$ cat config.mk
export PLATFORM = sky130hd
export DESIGN_NAME = c432_key_loader_flat
export DESIGN_NICKNAME = d
export VERILOG_FILES = /design/src/rtl/c432_key_loader_pkg.sv /design/src/rtl/c432_key_loader_if.sv /design/src/rtl/c432_key_loader_shreg.sv /design/src/rtl/c432_key_loader.sv /design/src/flat_wrapper.sv
export SDC_FILE = /design/constraint.sdc
export NUM_CORES = 1
export LEC_CHECK = 0
export CORE_MARGIN = 8
export CORE_UTILIZATION = 40
export CTS_BUF_LIST = sky130_fd_sc_hd__clkbuf_8
export CTS_CLUSTER_SIZE = 14
export DETAILED_ROUTE_END_ITERATION = 8
export PLACE_DENSITY_LB_ADDON = 0.2
export SKIP_LAST_GASP = 1
export SLEW_MARGIN = 20
export SYNTH_ARGS = -nofsm -noshare
export SYNTH_HDL_FRONTEND = slang
export SYNTH_SLANG_ARGS = --single-unit
$ cat constraint.sdc
create_clock -name clk -period 2.2 [get_ports clk]
set_input_delay 0.22 -clock clk [delete_from_list [all_inputs] [get_ports clk]]
set_output_delay 0.22 -clock clk [all_outputs]
set_load 0.005 [all_outputs]
$ cat src/rtl/c432_key_loader_pkg.sv
// Shared definitions for the c432 key loader: default widths, FSM state type
// and the folded-XOR checksum used to validate a received key frame.
package c432_key_pkg;

  localparam int KEY_W_DEF    = 12;
  localparam int CHK_W_DEF    = 4;
  localparam int MAX_FAIL_DEF = 3;

  typedef enum logic [1:0] {
    ST_IDLE    = 2'd0,
    ST_SHIFT   = 2'd1,
    ST_CHECK   = 2'd2,
    ST_LOCKOUT = 2'd3
  } state_e;

  // XOR of every CHK_W-wide slice of the key.
  function automatic logic [CHK_W_DEF-1:0] chk_fold(input logic [KEY_W_DEF-1:0] k);
    logic [CHK_W_DEF-1:0] acc;
    acc = '0;
    for (int i = 0; i < KEY_W_DEF / CHK_W_DEF; i++) begin
      acc = acc ^ k[i*CHK_W_DEF +: CHK_W_DEF];
    end
    return acc;
  endfunction

endpackage

$ cat src/rtl/c432_key_loader_if.sv
// Serial key-delivery handshake between the tester/secure memory (master)
// and the key loader (slave).
interface c432_key_loader_if;
    logic load_start;
    logic sdi_valid;
    logic sdi_bit;
    logic sdi_ready;

    modport master (output load_start, output sdi_valid, output sdi_bit, input sdi_ready);
    modport slave  (input load_start, input sdi_valid, input sdi_bit, output sdi_ready);
endinterface

$ cat src/rtl/c432_key_loader_shreg.sv
// Serial-in shift register with accepted-bit counter for one key+checksum frame.
module c432_key_shreg #(
    parameter int WIDTH = 16
) (
    input  logic             clk,
    input  logic             rst_n,
    input  logic             clear,
    input  logic             shift_en,
    input  logic             bit_in,
    output logic [WIDTH-1:0] data,
    output logic             frame_full
);
    localparam int CNT_W = $clog2(WIDTH + 1);

    logic [WIDTH-1:0] data_q, data_d;
    logic [CNT_W-1:0] cnt_q, cnt_d;

    always_comb begin
        data_d = data_q;
        cnt_d  = cnt_q;
        // A restart wins over a bit arriving in the same cycle, dropping that bit.
        if (clear) begin
            data_d = '0;
            cnt_d  = '0;
        end else if (shift_en) begin
            data_d = {data_q[WIDTH-2:0], bit_in};
            cnt_d  = cnt_q + CNT_W'(1);
        end
    end

    always_ff @(posedge clk or negedge rst_n) begin
        if (!rst_n) begin
            data_q <= '0;
            cnt_q  <= '0;
        end else begin
            data_q <= data_d;
            cnt_q  <= cnt_d;
        end
    end

    // High in the cycle whose accepted bit completes the frame.
    assign frame_full = shift_en && !clear && (cnt_q == CNT_W'(WIDTH - 1));
    assign data       = data_q;

endmodule

$ cat src/rtl/c432_key_loader.sv
// Key loader for the locked c432 core: collects a serial key frame, verifies its
// folded-XOR checksum and applies the key atomically; repeated bad frames lock it out.
module c432_key_loader
    import c432_key_pkg::*;
#(
    parameter int KEY_W    = KEY_W_DEF,
    parameter int CHK_W    = CHK_W_DEF,
    parameter int MAX_FAIL = MAX_FAIL_DEF
) (
    input  logic                clk,
    input  logic                rst_n,
    c432_key_loader_if.slave    bus,
    output logic [KEY_W-1:0]    key,
    output logic                key_valid,
    output logic                load_done,
    output logic                load_err,
    output logic                locked_out
);
    localparam int FRAME_W = KEY_W + CHK_W;

    state_e           state_q, state_d;
    logic [KEY_W-1:0] key_q, key_d;
    logic             key_valid_q, key_valid_d;
    logic             load_done_q, load_done_d;
    logic             load_err_q, load_err_d;
    logic             locked_out_q, locked_out_d;
    logic [3:0]       fail_cnt_q, fail_cnt_d, fail_inc;

    logic [FRAME_W-1:0] frame;
    logic               frame_full, accept, clear, chk_ok, sdi_ready;

    assign sdi_ready = (state_q == ST_SHIFT);
    assign accept    = bus.sdi_valid && sdi_ready;
    assign clear     = bus.load_start && ((state_q == ST_IDLE) || (state_q == ST_SHIFT));

    c432_key_shreg #(.WIDTH(FRAME_W)) u_shreg (
        .clk        (clk),
        .rst_n      (rst_n),
        .clear      (clear),
        .shift_en   (accept),
        .bit_in     (bus.sdi_bit),
        .data       (frame),
        .frame_full (frame_full)
    );

    assign chk_ok   = (chk_fold(frame[FRAME_W-1:CHK_W]) == frame[CHK_W-1:0]);
    assign fail_inc = (fail_cnt_q >= 4'(MAX_FAIL)) ? fail_cnt_q : fail_cnt_q + 4'd1;

    always_comb begin
        state_d      = state_q;
        key_d        = key_q;
        key_valid_d  = key_valid_q;
        load_done_d  = 1'b0;
        load_err_d   = 1'b0;
        locked_out_d = locked_out_q;
        fail_cnt_d   = fail_cnt_q;
        unique case (state_q)
            ST_IDLE: begin
                if (bus.load_start) state_d = ST_SHIFT;
            end
            ST_SHIFT: begin
                if (!bus.load_start && frame_full) state_d = ST_CHECK;
            end
            ST_CHECK: begin
                if (chk_ok) begin
                    key_d       = frame[FRAME_W-1:CHK_W];
                    key_valid_d = 1'b1;
                    load_done_d = 1'b1;
                    fail_cnt_d  = '0;
                    state_d     = ST_IDLE;
                end else begin
                    load_err_d = 1'b1;
                    fail_cnt_d = fail_inc;
                    // Lockout blanks the key bus so the core never runs with a stale key.
                    if (fail_inc == 4'(MAX_FAIL)) begin
                        key_d        = '0;
                        key_valid_d  = 1'b0;
                        locked_out_d = 1'b1;
                        state_d      = ST_LOCKOUT;
                    end else begin
                        state_d = ST_IDLE;
                    end
                end
            end
            ST_LOCKOUT: begin
                state_d = ST_LOCKOUT;
            end
            default: state_d = ST_IDLE;
        endcase
    end

    always_ff @(posedge clk or negedge rst_n) begin
        if (!rst_n) begin
            state_q      <= ST_IDLE;
            key_q        <= '0;
            key_valid_q  <= 1'b0;
            load_done_q  <= 1'b0;
            load_err_q   <= 1'b0;
            locked_out_q <= 1'b0;
            fail_cnt_q   <= '0;
        end else begin
            state_q      <= state_d;
            key_q        <= key_d;
            key_valid_q  <= key_valid_d;
            load_done_q  <= load_done_d;
            load_err_q   <= load_err_d;
            locked_out_q <= locked_out_d;
            fail_cnt_q   <= fail_cnt_d;
        end
    end

    assign bus.sdi_ready = sdi_ready;
    assign key           = key_q;
    assign key_valid     = key_valid_q;
    assign load_done     = load_done_q;
    assign load_err      = load_err_q;
    assign locked_out    = locked_out_q;

endmodule

$ cat src/flat_wrapper.sv
// flat-port wrapper written by rule: the top's interface ports become plain ports
module c432_key_loader_flat import c432_key_pkg::*;
#(
    parameter int KEY_W    = KEY_W_DEF,
    parameter int CHK_W    = CHK_W_DEF,
    parameter int MAX_FAIL = MAX_FAIL_DEF
)
  (clk, rst_n, key, key_valid, load_done, load_err, locked_out, bus_load_start, bus_sdi_valid, bus_sdi_bit, bus_sdi_ready);
  c432_key_loader_if bus_i ();
  input  logic clk;
  input  logic rst_n;
  output logic [KEY_W-1:0] key;
  output logic key_valid;
  output logic load_done;
  output logic load_err;
  output logic locked_out;
  input wire logic [$bits(bus_i.load_start)-1:0] bus_load_start;
  input wire logic [$bits(bus_i.sdi_valid)-1:0] bus_sdi_valid;
  input wire logic [$bits(bus_i.sdi_bit)-1:0] bus_sdi_bit;
  output wire logic [$bits(bus_i.sdi_ready)-1:0] bus_sdi_ready;
  assign bus_i.load_start = bus_load_start;
  assign bus_i.sdi_valid = bus_sdi_valid;
  assign bus_i.sdi_bit = bus_sdi_bit;
  assign bus_sdi_ready = bus_i.sdi_ready;
  c432_key_loader #(.KEY_W(KEY_W), .CHK_W(CHK_W), .MAX_FAIL(MAX_FAIL)) u_core (.clk(clk), .rst_n(rst_n), .bus(bus_i), .key(key), .key_valid(key_valid), .load_done(load_done), .load_err(load_err), .locked_out(locked_out));
endmodule
==> results_dict.tcl <==
set metrics [dict create \
    drt_iter0_markers 97 \
    layout-drive-gt1-share 0.0811 \
    synth_area_leader_cell "dfrtp_1" \
    power_leakage_nw 1.12 \
    dieArea_um2 7370 \
    synthCells 197 \
    wl_per_cell_um 12.5 \
    reg2reg_slack_ps 320 \
    clockBufferDepth 2 \
    antenna_found_initial 0 \
    track_usage 0.108 \
    cp-end-kind "register" \
    synth_cell_types 32 \
    crit_fanout 13 \
    grt_pass1_wl_um 6250 \
    clkSinkCount 43 \
    synth.area.top_cells "dfrtp_1 (55%), nand2_1 (10%), mux2i_1 (6.1%)" \
    drt_first_pass_iters 5 \
    ys_ff_latch 43 \
    nets 229 \
    rsz0062_at_grt "no" \
    netlist.area_leader.share 0.551 \
    met3_usage 0.0353 \
    vias 1355 \
    wl_um 3610 \
    clkTransAtPathRegs_ps 80 \
    grt.overflow.total 0 \
    ios 22 \
    hold_path.class "input pin to async pin" \
    powerDensity_nw_per_um2 804 \
    finalSetupTns_ps 0 \
    core_region_area_um2 4720 \
    grt_max_degree 44 \
    globalRouteMet1Util 0.132 \
    ant_nets 0 \
    vias_per_cell 4.69 \
    nFillCells 448 \
    slowest_delay_ps 430 \
    violations "hold timing" \
    syn-mean-instance-area_um2 9.91 \
    timing.hold.ws_ps -8.01 \
    arrival_ps 2060 \
    htree_levels 2 \
    slew_headroom 0.604 \
    die_x_um 85.9 \
    period_minus_slack_ps 1880 \
    cp_cell_sequence "ha_1 -> nor3b_1 -> a31oi_1 -> or4_1 -> buf_4 -> nand2_1 -> mux2i_1" \
    place_congestion 0.745 \
    post-route-drc-count 0 \
    crit_path_start_kind "register" \
    die_h_um 85.9 \
    slew_viol_final 0 \
    grt_util_met2 0.171 \
    maxCapViolCount 0 \
    grt_pass1_vias 1328 \
    fmax_ghz 0.531 \
    post_cts_buffers 0 \
    outcome "finished, violations left" \
    finalSetupViolations 0 \
    syn_to_final_growth_pct 20.2 \
    fin_area_um2 2350 \
    clock_skew_ps 4.23 \
    ys_seq_area_frac 0.551 \
    dp_hpwl_um 2550 \
    yosysWarnings 0 \
    cts_buffers 5 \
    worst_pin_slew_ps 592 \
    insertion_delay_ps 290 \
    critPathKind "register to register" \
    cts_hold_buf 0 \
    hold_viol 43 \
    initial_utilization 0.414 \
    port_buffers 21 \
    place_area_um2 2230 \
    critPathRequiredTime_ps 2370 \
    worst_path_max_delay_cell "dfrtp_1" \
    root_buffer "clkbuf_8" \
    syn-num-nets 205 \
    reg2reg_depth 7 \
    diodes 0 \
    synth_area_um2 1950 \
    r2r_end "u_core.key[6]" \
    period_share 0.856 \
    cts_resized 0 \
    busiest_layer "met2" \
    ir_drop_v 0.000496 \
    timing.rr.start "u_core.fail_cnt_q[0]" \
    rows 25 \
    cts_tree "done" \
]
cells in the final DEF, fill, tap and decap left out, drive strengths merged, types with 3 or more instances in the layout:
cell / instances
buf: 5
nor2b: 3
xnor2: 9
ha: 3
xor2: 6
nor2: 7
inv: 14
clkdlybuf4s50: 20
a21oi: 17
clkbuf: 5
and2: 3
mux2i: 12
nand2: 53
dfrtp: 43
how the worst max path moves through the flow:
stage | from | end | slack, ps
finish | u_core.fail_cnt_q[0] | u_core.key[6] | 320
global route | u_core.fail_cnt_q[0] | u_core.key[6] | 160
CTS | u_core.fail_cnt_q[0] | u_core.key[6] | 300
detailed placement | u_core.fail_cnt_q[0] | u_core.key[6] | 320
global placement | u_core.fail_cnt_q[0] | u_core.key[4] | 350
floorplan | u_core.fail_cnt_q[0] | u_core.key[11] | 330
worst max-delay path: cells and delay by family, from the launching register on:
family | cells | cell delay (ps)
and+or+nand+nor | 3 | 690
DFF | 1 | 430
adders and majority gates | 1 | 320
buffers and inverters | 1 | 200
muxes | 1 | 70
AOI/OAI and AO/OA | 1 | 50
sequential cells by signal, summed over array words and instances, names as in the netlist:
| signal | cells |
|---|---|
| u_core.u_shreg.data | 16 |
| u_core.key | 12 |
| u_core.u_shreg.cnt_q | 5 |
| u_core.fail_cnt_q | 4 |
| u_core.state_q | 2 |
| u_core.key_valid | 1 |
| u_core.load_done | 1 |
| u_core.load_err | 1 |
| u_core.locked_out | 1 |
logic make-up after synthesis:
| kind of cell | Yosys count | synth area share |
|---|---|---|
| AOI/OAI and AO/OA | 25 | 0.0724 |
| xor gates and xnor gates | 15 | 0.0673 |
| and+or+nand+nor | 77 | 0.183 |
| buffers and inverters | 22 | 0.0461 |
| DFF | 43 | 0.551 |
| muxes | 12 | 0.0615 |
| adders and majority gates | 3 | 0.0192 |
Yosys cell counts:
cell / count
a22o_1: 1
mux2i_1: 12
clkbuf_1: 7
buf_6: 1
and2_0: 1
o21ai_0: 2
a21o_1: 1
nand2b_1: 1
xnor2_1: 9
ha_1: 3
and2_2: 2
or3_1: 1
nand2_4: 1
nor4_4: 1
dfrtp_1: 43
a21oi_1: 17
o21a_1: 1
a2bb2oi_1: 1
nor3_1: 2
nand2_1: 52
nor2b_1: 3
nor4_1: 1
nor2_1: 7
nor3b_1: 1
a31oi_1: 1
or2_2: 1
or4_1: 1
nand4_1: 1
a211oi_1: 1
and3_1: 1
inv_1: 14
xor2_1: 6
metal layers:
metal	part of all wire	wire [um]
met5	0	0
met4	0.013	46
met3	0.037	132
met2	0.47	1690
met1	0.48	1740
layout make-up:
cell class              count  area (um2)  share of cell area
clock buffers               5        68.8              0.0293
clock inverters             3        43.8              0.0187
inverters                  14        52.6              0.0224
multi-input cells         132         787               0.335
flip-flops and latches     43        1080               0.458
well taps                  67        83.8              0.0357
repair buffers             25         235               0.100
report_power, final:
group | internal (W) | switching, W | total [W]
clock network | 0.000338 | 0.000276 | 0.000614
logic | 0.000147 | 0.000223 | 0.000370
registers | 0.000849 | 0.0000535 | 0.000903
per-stage QoR:
step / hold slack [ps] / utilization / cells / power [W] / setup WS, ps
after floorplan: -75.6 / - / 197 / 0.00117 / 331
after CTS: 9.19 / 0.497 / 289 / 0.00191 / 304
after detailed placement: 324 / 0.473 / 281 / 0.00130 / 325
after global placement: 331 / 0.473 / 281 / 0.00128 / 352
after global routing: 36.7 / 0.497 / 289 / 0.00200 / 158
final: -8.01 / 0.497 / 289 / 0.00189 / 317
No activity file was read; power rests on OpenSTA's default activity.
